<file path="config.mk">
export PLATFORM = sky130hd
export DESIGN_NAME = min_sum_serial_tracker
export DESIGN_NICKNAME = d
export VERILOG_FILES = /design/src/rtl/min_sum_serial_tracker.sv
export SDC_FILE = /design/constraint.sdc
export NUM_CORES = 1
export LEC_CHECK = 0
export CORE_MARGIN = 2
export CORE_UTILIZATION = 58
export CTS_CLUSTER_DIAMETER = 80
export DETAILED_ROUTE_END_ITERATION = 6
export PLACE_DENSITY = 0.94
export SLEW_MARGIN = 20
export SYNTH_ARGS = -nofsm -noshare
export SYNTH_HDL_FRONTEND = slang
export SYNTH_SLANG_ARGS = --single-unit
</file>
<file path="constraint.sdc">
create_clock -name clk -period 6.3 [get_ports clk]
set_clock_uncertainty 0.1 [all_clocks]
set_input_delay 1.89 -clock clk [delete_from_list [all_inputs] [get_ports clk]]
set_output_delay 1.89 -clock clk [all_outputs]
set_load 0.005 [all_outputs]
</file>
<file path="src/rtl/min_sum_serial_tracker.sv">
// Serial check-node tracker for layered min-sum LDPC decoding: exact min1/min2,
// argmin index, sign parity and row degree, one registered result per row.
module min_sum_serial_tracker #(
  parameter int unsigned MAG_W   = 5,
  parameter int unsigned MAX_DEG = 19,
  parameter int unsigned IDX_W   = 5,
  parameter int unsigned OFFSET  = 0
) (
  input  logic             clk,
  input  logic             rst_n,
  input  logic             in_valid,
  output logic             in_ready,
  input  logic             in_sign,
  input  logic [MAG_W-1:0] in_mag,
  input  logic             in_last,
  output logic             out_valid,
  input  logic             out_ready,
  output logic [MAG_W-1:0] out_min1,
  output logic [MAG_W-1:0] out_min2,
  output logic [IDX_W-1:0] out_idx,
  output logic             out_sign,
  output logic [IDX_W-1:0] out_deg,
  output logic             out_err
);

  typedef enum logic [1:0] {IDLE, ACC, HOLD} state_t;

  state_t           state;
  logic [MAG_W-1:0] min1, min2;
  logic [IDX_W-1:0] idx, cnt;
  logic             sign;

  logic [MAG_W-1:0] n_min1, n_min2;
  logic [IDX_W-1:0] n_idx, n_cnt;
  logic             n_sign;
  logic             accept, forced, term;

  function automatic logic [MAG_W-1:0] sat_off(input logic [MAG_W-1:0] m);
    if (32'(m) > OFFSET) return m - MAG_W'(OFFSET);
    else                 return '0;
  endfunction

  assign accept = in_valid & in_ready;

  // Running values after absorbing the current beat; the first beat of a row seeds them.
  always_comb begin
    n_min1 = min1;
    n_min2 = min2;
    n_idx  = idx;
    n_sign = sign ^ in_sign;
    n_cnt  = cnt + 1'b1;
    if (state == IDLE) begin
      n_min1 = in_mag;
      n_min2 = '1;
      n_idx  = '0;
      n_sign = in_sign;
      n_cnt  = IDX_W'(1);
    end else if (in_mag < min1) begin
      n_min2 = min1;
      n_min1 = in_mag;
      n_idx  = cnt;
    end else if (in_mag < min2) begin
      n_min2 = in_mag;
    end
    forced = (n_cnt == IDX_W'(MAX_DEG)) & ~in_last;
    term   = in_last | forced;
  end

  always_ff @(posedge clk or negedge rst_n) begin
    if (!rst_n) begin
      state     <= IDLE;
      min1      <= '0;
      min2      <= '0;
      idx       <= '0;
      cnt       <= '0;
      sign      <= 1'b0;
      in_ready  <= 1'b1;
      out_valid <= 1'b0;
      out_min1  <= '0;
      out_min2  <= '0;
      out_idx   <= '0;
      out_sign  <= 1'b0;
      out_deg   <= '0;
      out_err   <= 1'b0;
    end else begin
      case (state)
        IDLE, ACC: begin
          if (accept) begin
            min1 <= n_min1;
            min2 <= n_min2;
            idx  <= n_idx;
            sign <= n_sign;
            cnt  <= n_cnt;
            if (term) begin
              state     <= HOLD;
              in_ready  <= 1'b0;
              out_valid <= 1'b1;
              out_min1  <= sat_off(n_min1);
              out_min2  <= sat_off(n_min2);
              out_idx   <= n_idx;
              out_sign  <= n_sign;
              out_deg   <= n_cnt;
              out_err   <= forced;
            end else begin
              state <= ACC;
            end
          end
        end
        HOLD: begin
          if (out_ready) begin
            state     <= IDLE;
            in_ready  <= 1'b1;
            out_valid <= 1'b0;
          end
        end
        default: state <= IDLE;
      endcase
    end
  end

endmodule
</file>
======== Yosys cells after proc, flatten, opt, wreduce, memory -nomap -nowiden ========
Cells that the tools add are included.
cells by class
  add/subtract/negate cells ............... 1
  order comparisons ....................... 4
  equal/unequal tests ..................... 6
  mux-type cells .......................... 23
  bitwise operators ....................... 5
  reduce and logical (&&, ||, !) cells .... 7
operators with widths
  cell                                                 number
  two-way mux 5 bit                                    10
  > comparator 5 x 1 -> 1 bit, second input constant   2
  less-than comparator 5 bit                           2
  two-way mux 1 bit                                    7
  two-way mux 2 bit                                    3
  inequality test 2 bit, second input constant         3
  adder 5 x 1 -> 5 bit, second input constant          1
  equality test 5 bit, second input constant           1
  case mux 1 bit (2 select lines)                      2
  case mux 2 bit (2 select lines)                      1
  AND reduction 2 bit                                  2
  AND reduction 4 bit                                  1
  AND reduction 3 bit                                  1
  bitwise AND 1 bit                                    2
  equality test 2 x 1 -> 1 bit, second input constant  1
  equality test 2 bit, second input constant           1
  zero test 2 bit                                      1
  nonzero test 2 bit                                   1
  OR reduction 2 bit                                   1
  NOT 1 bit                                            1
  OR 1 bit                                             1
  bitwise XOR 1 bit                                    1
storage, ports and cells
  flip-flop bits (word level) ............. 47
  input port bits ......................... 11
  word-level logic and storage cells ...... 60

======== Logic depth before layout (Yosys ltp) ========
  depth in word-level cells ............... 8
  depth in mapped cells ................... 9
  gate-level depth less buffers ........... 8

======== Worst setup path after synthesis ========
No wires, ideal clock.
  path kind ............................... input to register
  start ................................... input port in_mag[3]
  end ..................................... register min1[0]
  library setup time ...................... 125 ps
  arrival ................................. 3597 ps
  data required time ...................... 6075 ps
  setup slack ............................. 2478 ps
  stages on the path ...................... 8
  cells stage by stage .................... ha_1 > o211ai_1 > o21ai_0 > a21oi_2 > or2_2 > buf_4 > nand2_1 > mux2_2
on the way
  word-level cells in the longest chain between the ends .. 3
ends and longest elaborated chain
  item                        line  text
  from (decl)                 14    input logic [MAG_W-1:0] in_mag,
  less-than comparator 5 bit  58    end else if (in_mag < min1) begin
  two-way mux 5 bit           58
  two-way mux 5 bit           52    if (state == IDLE) begin
  to (signal assigned)        89    min1 <= n_min1;
  to (decl)                   29    logic [MAG_W-1:0] min1, min2;
Every way passes these cells.
A chain may end at the register's enable or synchronous reset.

======== Worst setup path after layout ========
  start ................................... input port in_mag[3]
  end ..................................... register min1[4]
The elaborated chain is that of the path after synthesis.

==> results.sh <==
export IMPL_fmax_ghz=0.2260
export IMPL_start_util_pct=60.09
export IMPL_core_rowCount=23
export IMPL_initialDrtViolationCount=69
export IMPL_min_path_type="reg -> reg"
export IMPL_synth_fp_nets=251
export IMPL_synth_edff_count=0
export IMPL_dp_hpwl_microns=3371
export IMPL_clock_sinks=47
export IMPL_rsz0062_at_grt="no"
export IMPL_grt_use_total_pct=23.85
export IMPL_setup_viol=0
export IMPL_whs_ps=384.0
export IMPL_port_buffers=34
export IMPL_via_per_inst=5.749
export IMPL_place_area_sq_um=2746
export IMPL_critPathSlowestCell="clkdlybuf4s50_1"
export IMPL_ys_flop_type="dfrtp_1"
export IMPL_syn_inst=231
export IMPL_crit_chain="clkdlybuf4s50_1, ha_1, o211ai_1, o21ai_0, a21oi_2, buf_4, or2_2, nand2_1, mux2_2"
export IMPL_drive_gt1_share_pct=10.19
export IMPL_h_tree_depth=2
export IMPL_synth_most_common_cell="dfrtp_1"
export IMPL_core_area_sq_um=4000
export IMPL_grt_overflow_total=0
export IMPL_wl_microns=4817
export IMPL_synthTopCellsByCount="46 x dfrtp_1, 38 x nand2_1, 22 x o21ai_0"
export IMPL_die_area_sq_um=4675
export IMPL_critPathLaunchType="input pin"
export IMPL_min_period_over_period_pct=70.25
export IMPL_yosysSeqAreaShare_pct=48.98
export IMPL_clk_latency_ps=300
export IMPL_cts_root_buf="clkbuf_8"
export IMPL_ys_top_cells_by_area="dfrtp_1 48%, mux2i_1 6.2%, nand2_1 5.9%"
export IMPL_grt_pass1_wl_microns=8135
export IMPL_cp_required_ps=6390
export IMPL_synth_distinct_cells=39
export IMPL_period_needed_ps=4426
export IMPL_max_stage_delay_ps=540
export IMPL_cp_max_fo=19
export IMPL_clockBufferDepth=2
export IMPL_cap_violations=0
export IMPL_post_cts_setup_buffers=0
export IMPL_p_leak_uw=0.001282
export IMPL_vias=1811
export IMPL_cp_end_kind="register"
export IMPL_n_antenna_cell=0
export IMPL_syn2layout_area_growth_pct=17.70
export IMPL_cts_clk_slew_worst_paths_ps=80
export IMPL_avgSynthCellArea_sq_um=10.41
export IMPL_cts_resized=0
export IMPL_cts_hold_buffers=0
export IMPL_cts_tree="yes"
export IMPL_nNetsFinal=284
export IMPL_hold_depth=2
export IMPL_routedWlPerCell_microns=15.29
export IMPL_yosysTopAreaCellShare_pct=47.89
export IMPL_postRouteAntennaNets=0
export IMPL_slew_headroom_pct=45.79
export IMPL_tns_ps=0
export IMPL_power_density_nw_per_um2=394.2
export IMPL_grt_pass1_vias=1777
export IMPL_fp_dieW_microns=68.38
export IMPL_drc=0
export IMPL_cp_arrival_ps=4510
export IMPL_grt_max_degree=48
export IMPL_die_height_microns=68.38
export IMPL_synth_top_area_cell="dfrtp_1"
export IMPL_postLayoutCoreUtil_pct=70.72
export IMPL_fillers=296
export IMPL_crit_type="in -> reg"
export IMPL_reg2regPathDepth=7
export IMPL_ys_seq_elements=47
export IMPL_finalHoldViolCount=0
export IMPL_antenna_found_initial=0
export IMPL_dp_cells=307
export IMPL_worstMarginPinSlew_ps=809.4
export IMPL_irDropWorstVdd_mv=0.2578
export IMPL_yosysWarningCount=0
export IMPL_gp_congestion=0.8723
export IMPL_slew_viol_final=0
export IMPL_fin_cells=315
export IMPL_async_flop_share_pct=100.0
export IMPL_design_area_sq_um=2829
export IMPL_status="completed"
export IMPL_cts_buffers=5
export IMPL_synth_cell_area_sq_um=2404
export IMPL_drt_pass1_iter_count=4
export IMPL_ios=35
==> critical path, delay by kind of cell <==
kind            cells  cell delay (ps)
fa+ha+maj           1              360
buf+inv             2              750
mux                 1              380
simple gates        2              720
compound gates      3              400
==> metal layers <==
metal | GRT usage, % | vias up | part of all wire [%] | wire length, microns
met3 | 3.947 | 4 | 4.4 | 210
met2 | 39.93 | 46 | 49 | 2373
met5 | 0 | - | 0 | 0
met4 | 8.250 | 0 | 0.52 | 25
li1 | - | 880 | - | -
met1 | 31.45 | 881 | 46 | 2207
==> report_power, final <==
part / switching [uW] / internal, uW
combinational: 230 / 236
sequential: 80.2 / 395
clock: 93.9 / 78.9
==> flip-flops by register name, summed over array words and instances, names as in the netlist <==
| signal | cells |
|---|---|
| out_min1 | 5 |
| cnt | 5 |
| state | 2 |
| out_valid | 1 |
| sign | 1 |
| out_sign | 1 |
| in_ready | 1 |
| out_err | 1 |
| out_min2 | 5 |
| out_idx | 5 |
| min2 | 5 |
| idx | 5 |
| out_deg | 5 |
| min1 | 5 |
==> placed cells by master, fill, tap and decap left out, types with 2 or more instances in the layout <==
cell type         n
nand3_1           4
a31oi_1           4
xor2_1            2
o31ai_2           5
or2_2             2
dfrtp_1          46
nor3b_1           2
o21ai_0          22
o21a_1            4
a22o_1            5
clkbuf_1          3
nand2_1          38
mux2i_1          15
inv_1            10
nor2b_1           2
ha_1              9
nor2_1            9
and2_1            2
o211ai_1          5
mux2_2            6
xnor2_1           2
buf_4             3
clkbuf_8          5
a21oi_1          11
clkdlybuf4s50_1  33
a21boi_0          4
==> final cells by class <==
type	count	area, sq um	share of cell area (%)
multi-input combinational	164	1119	39.54
timing repair buffer	36	352.8	12.47
clock buffer	8	80.08	2.831
inverter	10	37.54	1.327
tap	50	62.56	2.211
sequential	47	1177	41.62
==> kinds of logic after synthesis <==
| kind of cell | Yosys count | share of synthesized area [%] |
|---|---|---|
| simple gates | 63 | 11.66 |
| buf+inv | 20 | 4.477 |
| mux | 21 | 9.057 |
| flops | 47 | 48.98 |
| compound gates | 67 | 19.68 |
| fa+ha+maj | 9 | 4.685 |
| xor+xnor | 4 | 1.458 |
==> metrics by stage <==
stage / setup WS [ps] / power, uW
4_1_cts: 1892 / 1118
6_report: 1874 / 1115
5_1_grt: 1755 / 1194
2_1_floorplan: 2478 / 764.3
3_3_place_gp: 1688 / 920.5
3_5_place_dp: 1582 / 943.2
==> final timing paths <==
kind,startpoint,end,slack (ps)
max,in_mag[3],min1[4]$_DFFE_PN0P_,1870
min,out_deg[3]$_DFFE_PN0P_,out_deg[3]$_DFFE_PN0P_,380
max reg2reg,cnt[0]$_DFFE_PN0P_,out_min2[1]$_DFFE_PN0P_,3610
min reg2reg,out_deg[3]$_DFFE_PN0P_,out_deg[3]$_DFFE_PN0P_,380
max in group asynchronous,rst_n,out_idx[1]$_DFFE_PN0P_,4230
min in group asynchronous,rst_n,out_min2[3]$_DFFE_PN0P_,1480
Note: power is estimated with default switching activity, not from simulation.
